### config.mk
export PLATFORM = sky130hd
export DESIGN_NAME = gpio_irq_bank
export DESIGN_NICKNAME = d
export VERILOG_FILES = /design/src/rtl/gpio_irq_bank.sv
export SDC_FILE = /design/constraint.sdc
export NUM_CORES = 1
export LEC_CHECK = 0
export BUFFER_PORTS_ARGS = -buffer_cell sky130_fd_sc_hd__buf_2
export CORE_UTILIZATION = 35
export DETAILED_ROUTE_END_ITERATION = 7
export GPL_ROUTABILITY_DRIVEN = 0
export SKIP_CTS_REPAIR_TIMING = 1
export SLEW_MARGIN = 20
export SYNTH_ARGS = -nofsm -noshare
export SYNTH_HDL_FRONTEND = slang
export SYNTH_SLANG_ARGS = --single-unit
### constraint.sdc
create_clock -name clk -period 2.2 [get_ports clk]
set_input_delay 0.22 -clock clk [delete_from_list [all_inputs] [get_ports clk]]
set_output_delay 0.22 -clock clk [all_outputs]
set_load 0.02 [all_outputs]
### src/rtl/gpio_irq_bank.sv
// GPIO bank on the peripheral bus: direction, output data with set/clear/toggle,
// synchronised inputs, per-pin edge detection with sticky W1C status and a registered irq.
module gpio_irq_bank #(
    parameter int unsigned NUM_PINS    = 16,
    parameter int unsigned SYNC_STAGES = 2,
    parameter int unsigned MASK_W      = 4
) (
    input  logic                clk,
    input  logic                rst_n,
    input  logic                req_i,
    input  logic                we_i,
    input  logic [31:0]         addr_i,
    input  logic [31:0]         data_i,
    input  logic [MASK_W-1:0]   wem,
    output logic [31:0]         data_o,
    output logic                addr_ok,
    output logic                data_ok,
    input  logic [NUM_PINS-1:0] io_pin_i,
    output logic [NUM_PINS-1:0] io_pin_o,
    output logic [NUM_PINS-1:0] io_oe_o,
    output logic                irq_o
);

    localparam logic [3:0] REG_DIR     = 4'h0;
    localparam logic [3:0] REG_OUT     = 4'h1;
    localparam logic [3:0] REG_IN      = 4'h2;
    localparam logic [3:0] REG_SET     = 4'h3;
    localparam logic [3:0] REG_CLR     = 4'h4;
    localparam logic [3:0] REG_TGL     = 4'h5;
    localparam logic [3:0] REG_RISE_EN = 4'h6;
    localparam logic [3:0] REG_FALL_EN = 4'h7;
    localparam logic [3:0] REG_STATUS  = 4'h8;

    logic [NUM_PINS-1:0] dir_q, dir_d;
    logic [NUM_PINS-1:0] out_q, out_d;
    logic [NUM_PINS-1:0] rise_en_q, rise_en_d;
    logic [NUM_PINS-1:0] fall_en_q, fall_en_d;
    logic [NUM_PINS-1:0] status_q, status_d;
    logic [NUM_PINS-1:0] prev_q;
    logic [NUM_PINS-1:0] sync_q [SYNC_STAGES];
    logic [31:0]         data_o_q;
    logic                data_ok_q;
    logic                irq_q;

    logic [3:0]          reg_sel;
    logic                wr;
    logic                rd;
    logic [31:0]         byte_mask;
    logic [NUM_PINS-1:0] wmask;
    logic [NUM_PINS-1:0] wdata;
    logic [NUM_PINS-1:0] in_val;
    logic [NUM_PINS-1:0] edge_set;
    logic [NUM_PINS-1:0] status_clr;
    logic [NUM_PINS-1:0] rdata;
    logic [31:0]         rdata_ext;

    assign reg_sel = addr_i[5:2];
    assign wr      = req_i & we_i;
    assign rd      = req_i & ~we_i;
    assign addr_ok = req_i;

    always_comb begin
        byte_mask = '0;
        for (int k = 0; k < 4; k++) begin
            if (k < MASK_W) byte_mask[k*8 +: 8] = {8{wem[k]}};
        end
    end

    // Masked-off bytes contribute zeros, which makes set/clear/toggle no-ops there.
    assign wmask  = byte_mask[NUM_PINS-1:0];
    assign wdata  = data_i[NUM_PINS-1:0] & wmask;
    assign in_val = sync_q[SYNC_STAGES-1];

    // Only input pins can raise status.
    assign edge_set = ((in_val & ~prev_q & rise_en_q) | (~in_val & prev_q & fall_en_q)) & ~dir_q;

    always_comb begin
        dir_d      = dir_q;
        out_d      = out_q;
        rise_en_d  = rise_en_q;
        fall_en_d  = fall_en_q;
        status_clr = '0;
        if (wr) begin
            case (reg_sel)
                REG_DIR:     dir_d      = (dir_q & ~wmask) | wdata;
                REG_OUT:     out_d      = (out_q & ~wmask) | wdata;
                REG_SET:     out_d      = out_q | wdata;
                REG_CLR:     out_d      = out_q & ~wdata;
                REG_TGL:     out_d      = out_q ^ wdata;
                REG_RISE_EN: rise_en_d  = (rise_en_q & ~wmask) | wdata;
                REG_FALL_EN: fall_en_d  = (fall_en_q & ~wmask) | wdata;
                REG_STATUS:  status_clr = wdata;
                default:     ;
            endcase
        end
        // A new edge in the same cycle as its clear keeps the bit set.
        status_d = (status_q & ~status_clr) | edge_set;
    end

    always_comb begin
        rdata = '0;
        case (reg_sel)
            REG_DIR:     rdata = dir_q;
            REG_OUT:     rdata = out_q;
            REG_IN:      rdata = in_val;
            REG_RISE_EN: rdata = rise_en_q;
            REG_FALL_EN: rdata = fall_en_q;
            REG_STATUS:  rdata = status_q;
            default:     rdata = '0;
        endcase
        rdata_ext                 = '0;
        rdata_ext[NUM_PINS-1:0]   = rdata;
    end

    always_ff @(posedge clk or negedge rst_n) begin
        if (!rst_n) begin
            dir_q     <= '0;
            out_q     <= '0;
            rise_en_q <= '0;
            fall_en_q <= '0;
            status_q  <= '0;
            prev_q    <= '0;
            for (int s = 0; s < SYNC_STAGES; s++) sync_q[s] <= '0;
            data_o_q  <= '0;
            data_ok_q <= 1'b0;
            irq_q     <= 1'b0;
        end else begin
            dir_q     <= dir_d;
            out_q     <= out_d;
            rise_en_q <= rise_en_d;
            fall_en_q <= fall_en_d;
            status_q  <= status_d;
            prev_q    <= in_val;
            sync_q[0] <= io_pin_i;
            for (int s = 1; s < SYNC_STAGES; s++) sync_q[s] <= sync_q[s-1];
            data_o_q  <= rd ? rdata_ext : 32'h0;
            data_ok_q <= req_i;
            irq_q     <= |status_q;
        end
    end

    assign data_o   = data_o_q;
    assign data_ok  = data_ok_q;
    assign io_pin_o = out_q;
    assign io_oe_o  = dir_q;
    assign irq_o    = irq_q;

endmodule

# After elaboration in Yosys (flattened, before gate mapping)
# Cells that the tools add are included.
# op_classes
eq_ne	8
muxes	5
bitwise	29
n_reduce_logical	7
# op_table
cell	count
bitwise AND 16 bit	12
bitwise OR 16 bit	7
inverter 16 bit	6
case mux 16 bit (6 select lines)	1
case mux 16 bit (4 select lines)	1
two-way mux 16 bit	3
== test 4 x 3 -> 1 bit, second input constant	4
OR reduction 16 bit	1
bitwise XOR 16 bit	1
== test 4 x 2 -> 1 bit, second input constant	2
AND reduction 2 bit	4
== test 4 x 1 -> 1 bit, second input constant	1
== test 4 bit, second input constant	1
logical NOT 4 bit	1
nonzero test 4 bit	1
bitwise AND 1 bit	2
inverter 1 bit	1
# word_totals
ff_bits	146
in_bits	88
output_inout_bits	67
word_cells	60

# Depth between registers and ports, before layout
# Gate-level depths: netlist of the first run.
# logic_depth
depth_word	6
mapped_depth	8
mapped_depth_nobuf	6

# Worst setup path after synthesis of the first run
# Ideal clock, no wire load.
# synth_timing
path_kind	input port to flip-flop
from	input addr_i[4]
to	register with a tool-made name
setup_time_ns	0.125
arrival_time_ns	1.493
required_ns	2.075
slack_ns	0.582
cell_stages	5
path_buffers	1
path_cell_list	buf_2 -> and3b_1 -> nand3_4 -> nor3b_4 -> mux2_2
# synth_rtl
item	line	text
start: declaration	12	input logic [31:0] addr_i,

==> results.txt, run 1 <==
The total leakage power is 3.83 nW. The starting density of the core is between 30% and 40%. The internal power of the cells came out at 5.34 mW. After layout, the worst setup slack is 0.756 ns. The layout overhead on the synthesized area is 24.5%. The total count of hold-check failures in the final report came out at 0. No sink is reached through more buffers than the 2 on the longest clock path. The post-route cell area came out at ~0.008 mm^2. Yosys mapped the design onto 43 distinct sky130hd cell types. The global router's overall resource usage is a little under a fifth. The power per cell area is about 890 mW/mm^2.

The number of antenna diodes in the final layout is 0. The y dimension of the die is 139 um. The checks that failed: design-rule violations. The run finished, with violations left. Hold timing on the final database bottoms out at a slack of 0.00494 ns. The average vias per placed instance came out at 5.27. The number of placed instances, taps included, is 884. In this run the tool buffered the top-level ports with 92 buffer cells. After clock tree synthesis, the clock-pin slew on the worst setup and hold paths is 0.06 ns. The number of core rows is 49. The switching share of power is 26.9%. For this run, the leading register cell type out of synthesis is dfrtp_1. The final core utilization came out at 45.0%. The summed negative setup slack over all endpoints is 0 ns. The path class of the tightest hold or removal check is in2reg. The clock latency on the worst-skew pair is between 0.4 and 0.5 ns. The maximum number of pins on one net before global-route repair came out at 59. Of all cell types, the one taking the most synthesized area is dfrtp_1. The data arrival time at the worst-slack endpoint came out at between 1.5 and 2 ns. Ranked by total cell area, the synthesized netlist is headed by dfrtp_1 56%, mux2_2 8.1%, mux2i_1 4.4%. Based on the critical path, the design can be clocked at up to 692 MHz. Synthesis produced a netlist whose cell count is around 560. The total length of routed wires came out at 17,000 um.

The initial antenna violation count is 0. After detailed routing, the number of remaining DRC violations is 9. The overall power consumption is 7.31 mW. The post-synthesis register bit count came out at between 100 and 150.

After synthesis, the mean cell area works out to 11.6 um^2. CTS placed an instance of clkbuf_16 at the clock tree root. The worst setup path is captured at a flip-flop.

The area share of the largest cell type after synthesis came out at between 50% and 60%. The first-iteration detailed-routing DRC count came out at between 400 and 500. Among all cell types in the netlist, the one instantiated most often is dfrtp_1. The placed instances occupy a cell area of 0.00738 mm^2. TritonCTS built the clock tree. The post-synthesis async set-or-reset flop share came out at 100%.

The minimum setup slack after placement came out at 0.365 ns. Registers are responsible for 43.9% of the overall power. The number of nets with antenna violations after detailed routing came out at 0. The wire length of the first global-routing pass came out at 26,700 um. The number of buffers inserted during clock tree synthesis is 17. The clock drives ~150 sinks.

The core area is 0.0181 mm^2. The normalized max-slew margin came out at 54.0%. The count of final max-slew check failures was 0. The detailed-route via count came out at about 4,900.

The first-pass iteration count of the detailed router came out at 8. The area of the die came out at 0.0193 mm^2. The worst-case IR drop observed on VDD is 0.000541 V. The total of fill cells in the finished design came out at 1,656. The fraction of layout instances using a drive strength above 1 is 29.7%. Ranked by instance count, the synthesized netlist is headed by 146 x dfrtp_1, 56 x o21ai_0, 48 x nand2_1. The slew at the pin closest to its max-slew limit came out at 0.690 ns.

The worst-path maximum fanout came out at 15. The worst path uses between 60% and 70% of the clock period. The final period demand of the worst path came out at 1.44 ns.

The analysis attributes to net switching a power of 1.97 mW. Dividing the detail-routed wire length by the instance count gives 18.2 um. The via count of the first global-routing pass is 4,878. The max-capacitance violation count came out at 0. STA classifies the critical path startpoint as a primary input. The total I/O pin count came out at 155. The critical path is of the in2reg type.

The total congestion overflow came out at 0. In this run the number of H-tree levels came out at 4. Excluding fillers, the count of instances in the completed layout stands at 933. The count of yosys warnings during synthesis came out at 0.

The die width came out at 139 um. Setup repair after global routing left no endpoint under its margin. The sequential fraction of the synthesis area came out at 55.7%. Combinational logic is responsible for 14.5% of the overall power. Detailed placement finished with a half-perimeter wire length of 11,600 um. The cell area that synthesis handed to floorplanning was roughly 0.0066 mm^2.

The final number of setup-violating endpoints came out at 0. Counting flops with a built-in enable in the synthesized netlist gives 0. The total number of nets in the final design is 795. Across the routed clock network, the largest skew measured is 0.00730 ns. At the worst endpoint, the required time is 2.50 ns.

The part of the power in the clock network came out at 41.6%.
==> cells in the final DEF, fill, tap and decap left out, drive strengths merged, types with 2 or more instances in the layout <==
master	n
bufinv	4
a22oi	2
nor4b	3
nand2	48
mux2	48
inv	18
a31oi	17
clkinvlp	3
a21oi	8
o22ai	13
nor3b	3
nor4	5
conb	16
a22o	14
dfrtp	146
mux2i	29
buf	122
nor4bb	2
clkbuf	20
nand2b	2
and3b	3
o211ai	8
o21ai	56
or4	2
clkinv	3
nand3	2
ha	16
nor2	38
dlygate4sd3	17
a221oi	13
nand4	2
nor2b	12
==> logic make-up after synthesis <==
| group | after synthesis | synth area share [%] |
|---|---|---|
| buf+inv | 62 | 4.86 |
| simple gates | 127 | 10.4 |
| compound gates | 135 | 13.3 |
| mux | 77 | 12.7 |
| other cells | 1 | 0.0571 |
| flops | 146 | 55.7 |
| fa+ha+maj | 16 | 3.05 |
==> power by group through the flow <==
stage               clock network [mW]  registers (mW)  logic, mW
CTS                               3.09            3.21       1.04
global route                      3.23            3.24       1.16
floorplan                            0            3.32      0.536
detailed placement                   0            3.25       1.04
finish                            3.04            3.21       1.06
global placement                     0            3.23      0.997
==> layout make-up <==
cell class | count | area [um^2] | share of cell area, %
clock buffers | 20 | 447 | 5.47
multi-input cells | 371 | 2650 | 32.4
inverters | 16 | 60.1 | 0.735
flip-flops and latches | 146 | 3650 | 44.7
repair buffers | 139 | 900 | 11.0
well taps | 229 | 287 | 3.51
clock inverters | 12 | 179 | 2.19
==> path summary, 6_finish.rpt <==
kind                                   from           to  cells after the start  slack (ns)
worst max-delay path              addr_i[5]    flip-flop                      6        0.76
worst min-delay path                  req_i      data_ok                      1       0.005
worst max register to register  io_pin_o[1]  io_pin_o[1]                      5        0.81
worst min register to register   sync_q[26]   in_val[10]                      0        0.34
max in group asynchronous             rst_n  io_pin_o[0]                      3        1.23
min in group asynchronous             rst_n    async pin                      2        0.34
==> routing by layer <==
metal  GRT usage, %  share of wire (%)  vias up
li1               -                  -     2267
met1           23.4                 44     2455
met2           29.2                 48      170
met3           5.04                6.2       26
met4           7.13                1.8        0
met5              0                  0        -
==> worst max-delay path, cell delays in order <==
cell	delay, ns
buf_2	0.20
and3b_1	0.40
nand3_4	0.15
nor3b_4	0.18
buf_4	0.23
mux2_2	0.36
(Power assumes the default switching activity.)
==> run 2: changes to the inputs <==
Settings changed: ABC_AREA from default to 1.
Clock period 2.2 ns to 1.34 ns, I/O delays scaled along.
==> results.txt, run 2 <==
The flow ran to the end, and the final reports show no timing, DRC or antenna violations. In the layout the commonest cells are 176 x nand3_1, 146 x dfrtp_1, 123 x nand2_1. By instance count, the leading cell after synthesis is nand3_1. The area share of the largest cell type after synthesis is between 50% and 60%. Counting flops with an async set or reset pin after synthesis yields a share of 100%. The average vias per placed instance is about 5. The number of buffers inserted during clock tree synthesis came out at 17. The die is 145 um wide.

The area of the die is 0.0209 mm^2. The worst IR drop on VDD came out at roughly 0.00061 V. The power per cell area came out at 1420 mW/mm^2. Clock-pin slew was measured on the worst setup and hold paths at 0.07 ns. The total DRC errors in the routed layout came out at 0. The wire length per cell is 16.4 um. The worst setup path is of the reg2out kind. In this run, the number of DRC markers left after iteration 0 of detailed routing was 491. Setup repair after global routing left no endpoint under its margin. The synthesized area came out at slightly above 0.007 mm^2.

The tightest min-delay check is of the in2reg type. The clock drives 146 sinks. The number of distinct standard cells referenced by the synthesized netlist came out at 30.

dfrtp_1 takes more of the synthesized area than any other cell. The final period demand of the worst path came out at roughly 1.3 ns. Compared with the post-synthesis result, the final layout area differs by 29.3%.

In the synthesized netlist the dominant register cell turns out to be dfrtp_1. The y dimension of the die is 145 um. The flip-flop and latch area came out at about 0.0037 mm^2. Buffers placed on the I/O ports in this run total between 90 and 100. The finished layout holds 1,287 standard cells, fillers aside.

The final layout contains routed wiring with a total length of 21,000 um. The total count of hold-check failures in the final report came to 0. The count of yosys warnings during synthesis came out at 0.

The first-pass iteration count of the detailed router came out at 6. The wire-length estimate of the detail-placed layout is 14,900 um. Of all nets on the critical path, the largest fanout is 5. The tool flagged a number of max-cap violations equal to 0. The layout has 1,925 filler cells.

The startpoint kind of the worst setup timing path is a flip-flop. Dividing the synthesized area by the synthesized cell count gives 8.46 um^2. The clock latency on the worst-skew pair came out at 0.43 ns.

In the synthesized netlist, the cells that appear most often are 176 x nand3_1, 146 x dfrtp_1, 123 x nand2_1. The cell sitting at the root of the clock tree is a clkbuf_16. The via count of the first global-routing pass is 5,998. Summed over all layers, the global routing overflow is 0. The total placed instance area is 0.00838 mm^2. The number of core rows came out at 51. The total I/O pin count is 155.

The worst path required time came out at about 1.2 ns. The final number of setup-violating endpoints came out at 0. The number of nets with antenna violations after detailed routing came out at 0. The multi-input combinational cells in the finished layout cover a total of between 0.002 and 0.003 mm^2. After the last flow step, the layout net total stands at around 1,100. After routing, the total negative slack on setup checks comes to 0 ns. The synthesized instance count is 840. The library cell used most frequently in the layout, excluding fill and tap cells, is nand3_1. The wire length of the first global-routing pass came out at 33,200 um.

The post-synthesis register bit count came out at 146. The number of antenna diodes in the final layout is 0. The post-route netlist has 22.7% of its cells at a drive strength greater than 1. The total leakage power came out at around 4.5 nW. The number of H-tree levels is 4.

The detailed-route via count is ~6,400. Data on the critical path arrives at its endpoint at between 1 and 1.5 ns. The clock arrives with 0.0101 ns of skew. The finished cells cover slightly above 0.009 mm^2. The initial antenna violation count came out at 0.

After detailed placement, the design holds a cell count of 1,240. Across every metal layer, demand over resource in global routing totals 21.2%. The sequential fraction of the synthesis area is roughly half. The final clock period utilization by the worst path came out at 94.8%. The kind of end point of the critical path is an output port. Ranked by total cell area, the synthesized netlist is headed by dfrtp_1 51%, nand3_1 12%, nand2_1 6.5%.

In this run, synthesis inferred 0 flip-flops with an integrated enable. TritonCTS built the clock tree. For this run, the top clock speed supported by timing is 787 MHz. The buffer levels on the longest clock path is 2. The count of final max-slew check failures is 0. For this configuration, the core starts out at a cell density of 36.1%. The core area is 0.0197 mm^2. The maximum number of pins on one net before global-route repair came out at 40.
==> run 2: stage by stage <==
stage	hold slack [ns]	utilization, %	power [mW]	worst slack, ns
after global placement	0.0469	42.5	7.85	-0.0207
after detailed placement	0.0453	42.5	7.91	-0.0401
after floorplan	-0.162	-	6.81	0.0749
after global routing	0.136	46.6	13.7	0.0229
after CTS	-0.397	45.7	13.1	0.0589
final	0.0863	46.6	13.0	0.0691
==> run 2: power breakdown <==
part           internal (mW)  total [mW]  switching (mW)
Sequential              4.90        5.33           0.436
Clock                   3.31        5.15            1.84
Combinational          0.989        2.54            1.55
==> run 2: final timing paths <==
kind	from	end	slack (ns)	cells after the start
min in group asynchronous	rst_n	data_ok	0.17	2
max reg2reg	io_pin_o[3]	io_pin_o[3]	0.12	6
max	io_pin_o[15]	io_pin_o[15]	0.07	2
max in group asynchronous	rst_n	async pin	0.60	3
min reg2reg	sync_q[25]	in_val[9]	0.35	0
min	data_i[14]	io_pin_o[14]	0.09	5
==> run 2: worst max-delay path, cell delays in order (launching register included) <==
cell and delay, ns:
dfrtp_1 0.40, buf_4 0.16, buf_2 0.15
==> run 2: final cells by class <==
type / count / share of cell area, %
inverter: 74 / 3.04
multi-input combinational: 573 / 31.3
clock buffer: 18 / 4.78
clock inverter: 11 / 2.04
sequential: 146 / 39.7
timing repair buffer: 200 / 15.5
tap: 265 / 3.61
==> run 2: kinds of logic (layout without fill, tap and decap cells) <==
kind of cell             Yosys count  in the layout  share of synthesized area (%)
buffers and inverters            136            303                           9.24
other                              1             16                         0.0527
AND/OR/NAND/NOR                  405            405                           25.8
flip-flops                       146            146                           51.4
adder cells (fa/ha/maj)           16             16                           2.82
AO/OA/AOI/OAI                    136            136                           10.7
==> run 2: per-layer routing <==
layer  up-vias  wire length [um]  GRT usage (%)
met5         -                 0              0
met4         0               308           6.32
met3        24              1170           4.17
met2       199              9600           32.6
met1      3077              9970           30.1
li1       3129                 -              -
==> run 3: changes to the inputs <==
Settings changed: PLACE_DENSITY from default to 0.58.
==> results.txt, run 3 (same netlist as run 2, synthesis figures left out) <==
The run finished with clean final reports. The summed negative setup slack over all endpoints came out at 0 ns. The critical path's largest stage delay came out at 0.41 ns. The y dimension of the die came out at around 140 um.

The worst IR drop on VDD is 0.000734 V. The most common cell after layout, fill and taps aside is nand3_1. The clock transition time at the flip-flop clock pins of the worst setup and hold paths is about 0.060 ns. The average vias per placed instance is 5.02. The slowest stage of the critical path is the dfrtp_1 cell. The data arrival time at the worst-slack endpoint is ~1.2 ns. The worst path required time came out at 1.21 ns. The first-iteration detailed-routing DRC count came out at 519. The antenna cell count came out at 0. The initial antenna violation count came out at 0. The number of buffers inserted during clock tree synthesis came out at 17.

The library cells used most frequently in the layout, excluding fill and tap cells, are 176 x nand3_1, 146 x dfrtp_1, 123 x nand2_1. The final number of setup-violating endpoints is 0. In this run the most critical hold path is launched from data_i[14]. The slack of the worst reg-to-reg path is 0.14 ns. The power per cell area came out at 1390 mW/mm^2. The layout overhead on the synthesized area is 28.7%. The maximum operating frequency is 781 MHz. Setup repair after global routing left no endpoint under its margin. The total length of routed wires came out at 21,400 um. STA classifies the critical path endpoint as an output port.

The area of the die is 0.0209 mm^2. The number of H-tree levels is 4. The end of the worst register-to-register path is io_pin_o[3]. The detail route stage leaves a number of antenna-violating nets equal to 0. The clock passes through at most 2 buffers.

For this design the top-level I/O count stands at 155. CTS saw around 150 sinks. The first-pass iteration count of the detailed router is 7. After legalization and detailed placement, the total HPWL measured 14,800 um. The total leakage power is 4.48 nW.

The clock skew after layout came out at ~0.012 ns. The count of placed standard cells in the final layout, fillers left out came out at approximately 1,300. The critical path is of the reg2out type. The via count of the first global-routing pass was approximately 6,100.

The destination of the critical timing path is io_pin_o[5]. TritonCTS built the clock tree. The startpoint identified for the worst register-to-register timing path is io_pin_o[3]. Dividing the detail-routed wire length by the instance count gives between 15 and 20 um. The total congestion overflow is 0. The total count of hold-check failures in the final report came out at 0. Traced cell by cell, the critical path runs through buf_4 > buf_2. CTS placed an instance of clkbuf_16 at the clock tree root.

For the worst flop-to-flop path, the logic depth is 6. The wire length of the first global-routing pass came out at 33,900 um. The most critical setup path has its startpoint at io_pin_o[5]. The die width came out at 145 um. The startpoint kind of the worst setup timing path is a flip-flop.

The final clock period utilization by the worst path came out at 95.5%. The total number of nets in the final design is 1,110. Entering global routing, the biggest net connects 45 pins. The count of buffers added on input and output ports is ~90. The detailed-route via count is 6,442. The clock latency on the worst-skew pair came out at 0.43 ns. The fraction of layout instances using a drive strength above 1 is 22.3%. The count of final max-slew check failures came to 0. The global router's overall resource usage came out at 21.8%. The total DRC errors in the routed layout came out at 0.

The initial utilization of the core area, before any placement, comes to 36.1%. The core area is 0.0197 mm^2. The final period demand of the worst path is 1.28 ns.

Of all nets on the critical path, the largest fanout is 4. The worst hold path belongs to the class in2reg. The max-capacitance violation count is 0.

The count of placed standard cells including taps came out at approximately 1,200. The number of core rows came out at 51.
[run 3: cell count changes in the layout (fill, tap and decap cells not counted), sizes merged]
cell,before,now
buf,182,176
clkbuf,18,22
clkinv,7,3
clkinvlp,0,4
bufinv,5,2
inv,73,75
[run 3: worst min-delay path by stage]
| stage | cells past startpoint | slack [ns] | end |
|---|---|---|---|
| 2_1_floorplan | 0 | -0.16 | async pin |
| 3_3_place_gp | 1 | 0.04 | data_o[2] |
| 3_5_place_dp | 1 | 0.04 | data_o[2] |
| 4_1_cts | 1 | -0.41 | data_o[2] |
| 5_1_grt | 5 | 0.12 | io_pin_o[14] |
| 6_report | 5 | 0.11 | io_pin_o[14] |
[run 3: metrics by stage]
| stage | total power [mW] | setup WS [ns] | util [%] | hold slack, ns | cell area, um^2 |
|---|---|---|---|---|---|
| floorplan | 6.81 | 0.0749 | - | -0.162 | 7170 |
| CTS | 12.8 | 0.0463 | 45.5 | -0.406 | 8970 |
| finish | 12.7 | 0.0597 | 46.4 | 0.110 | 9150 |
| detailed placement | 7.90 | -0.0426 | 42.5 | 0.0394 | 8370 |
| global route | 13.3 | 0.000662 | 46.4 | 0.121 | 9150 |
| global placement | 7.84 | -0.0221 | 42.5 | 0.0409 | 8370 |
[run 3: worst max-delay path, delay by kind of cell, from the launching register on]
kind | cells | cell delay [ns]
buf+inv | 2 | 0.31
flops | 1 | 0.41
[run 3: layer usage]
metal / share of wire (%) / routed length (um) / global-route usage [%] / up-vias
li1: - / - / - / 3125
met1: 47 / 10000 / 31.2 / 3057
met2: 45 / 9720 / 32.9 / 238
met3: 6.6 / 1410 / 4.74 / 22
met4: 1.3 / 277 / 5.82 / 0
met5: 0 / 0 / 0 / -
[run 3: final cells by class]
cell class,instances,area (um^2)
Fill cell,1909,10600
Sequential cell,146,3650
Multi-Input combinational cell,573,2870
Timing Repair Buffer,194,1420
Clock buffer,22,474
Tap cell,265,332
Inverter,74,279
Clock inverter,10,125
[run 3: power breakdown]
group          internal (mW)  switching [mW]  leakage [nW]
clock network           2.91            1.95         0.280
logic                  0.975            1.55          2.48
registers               4.89           0.436          1.72
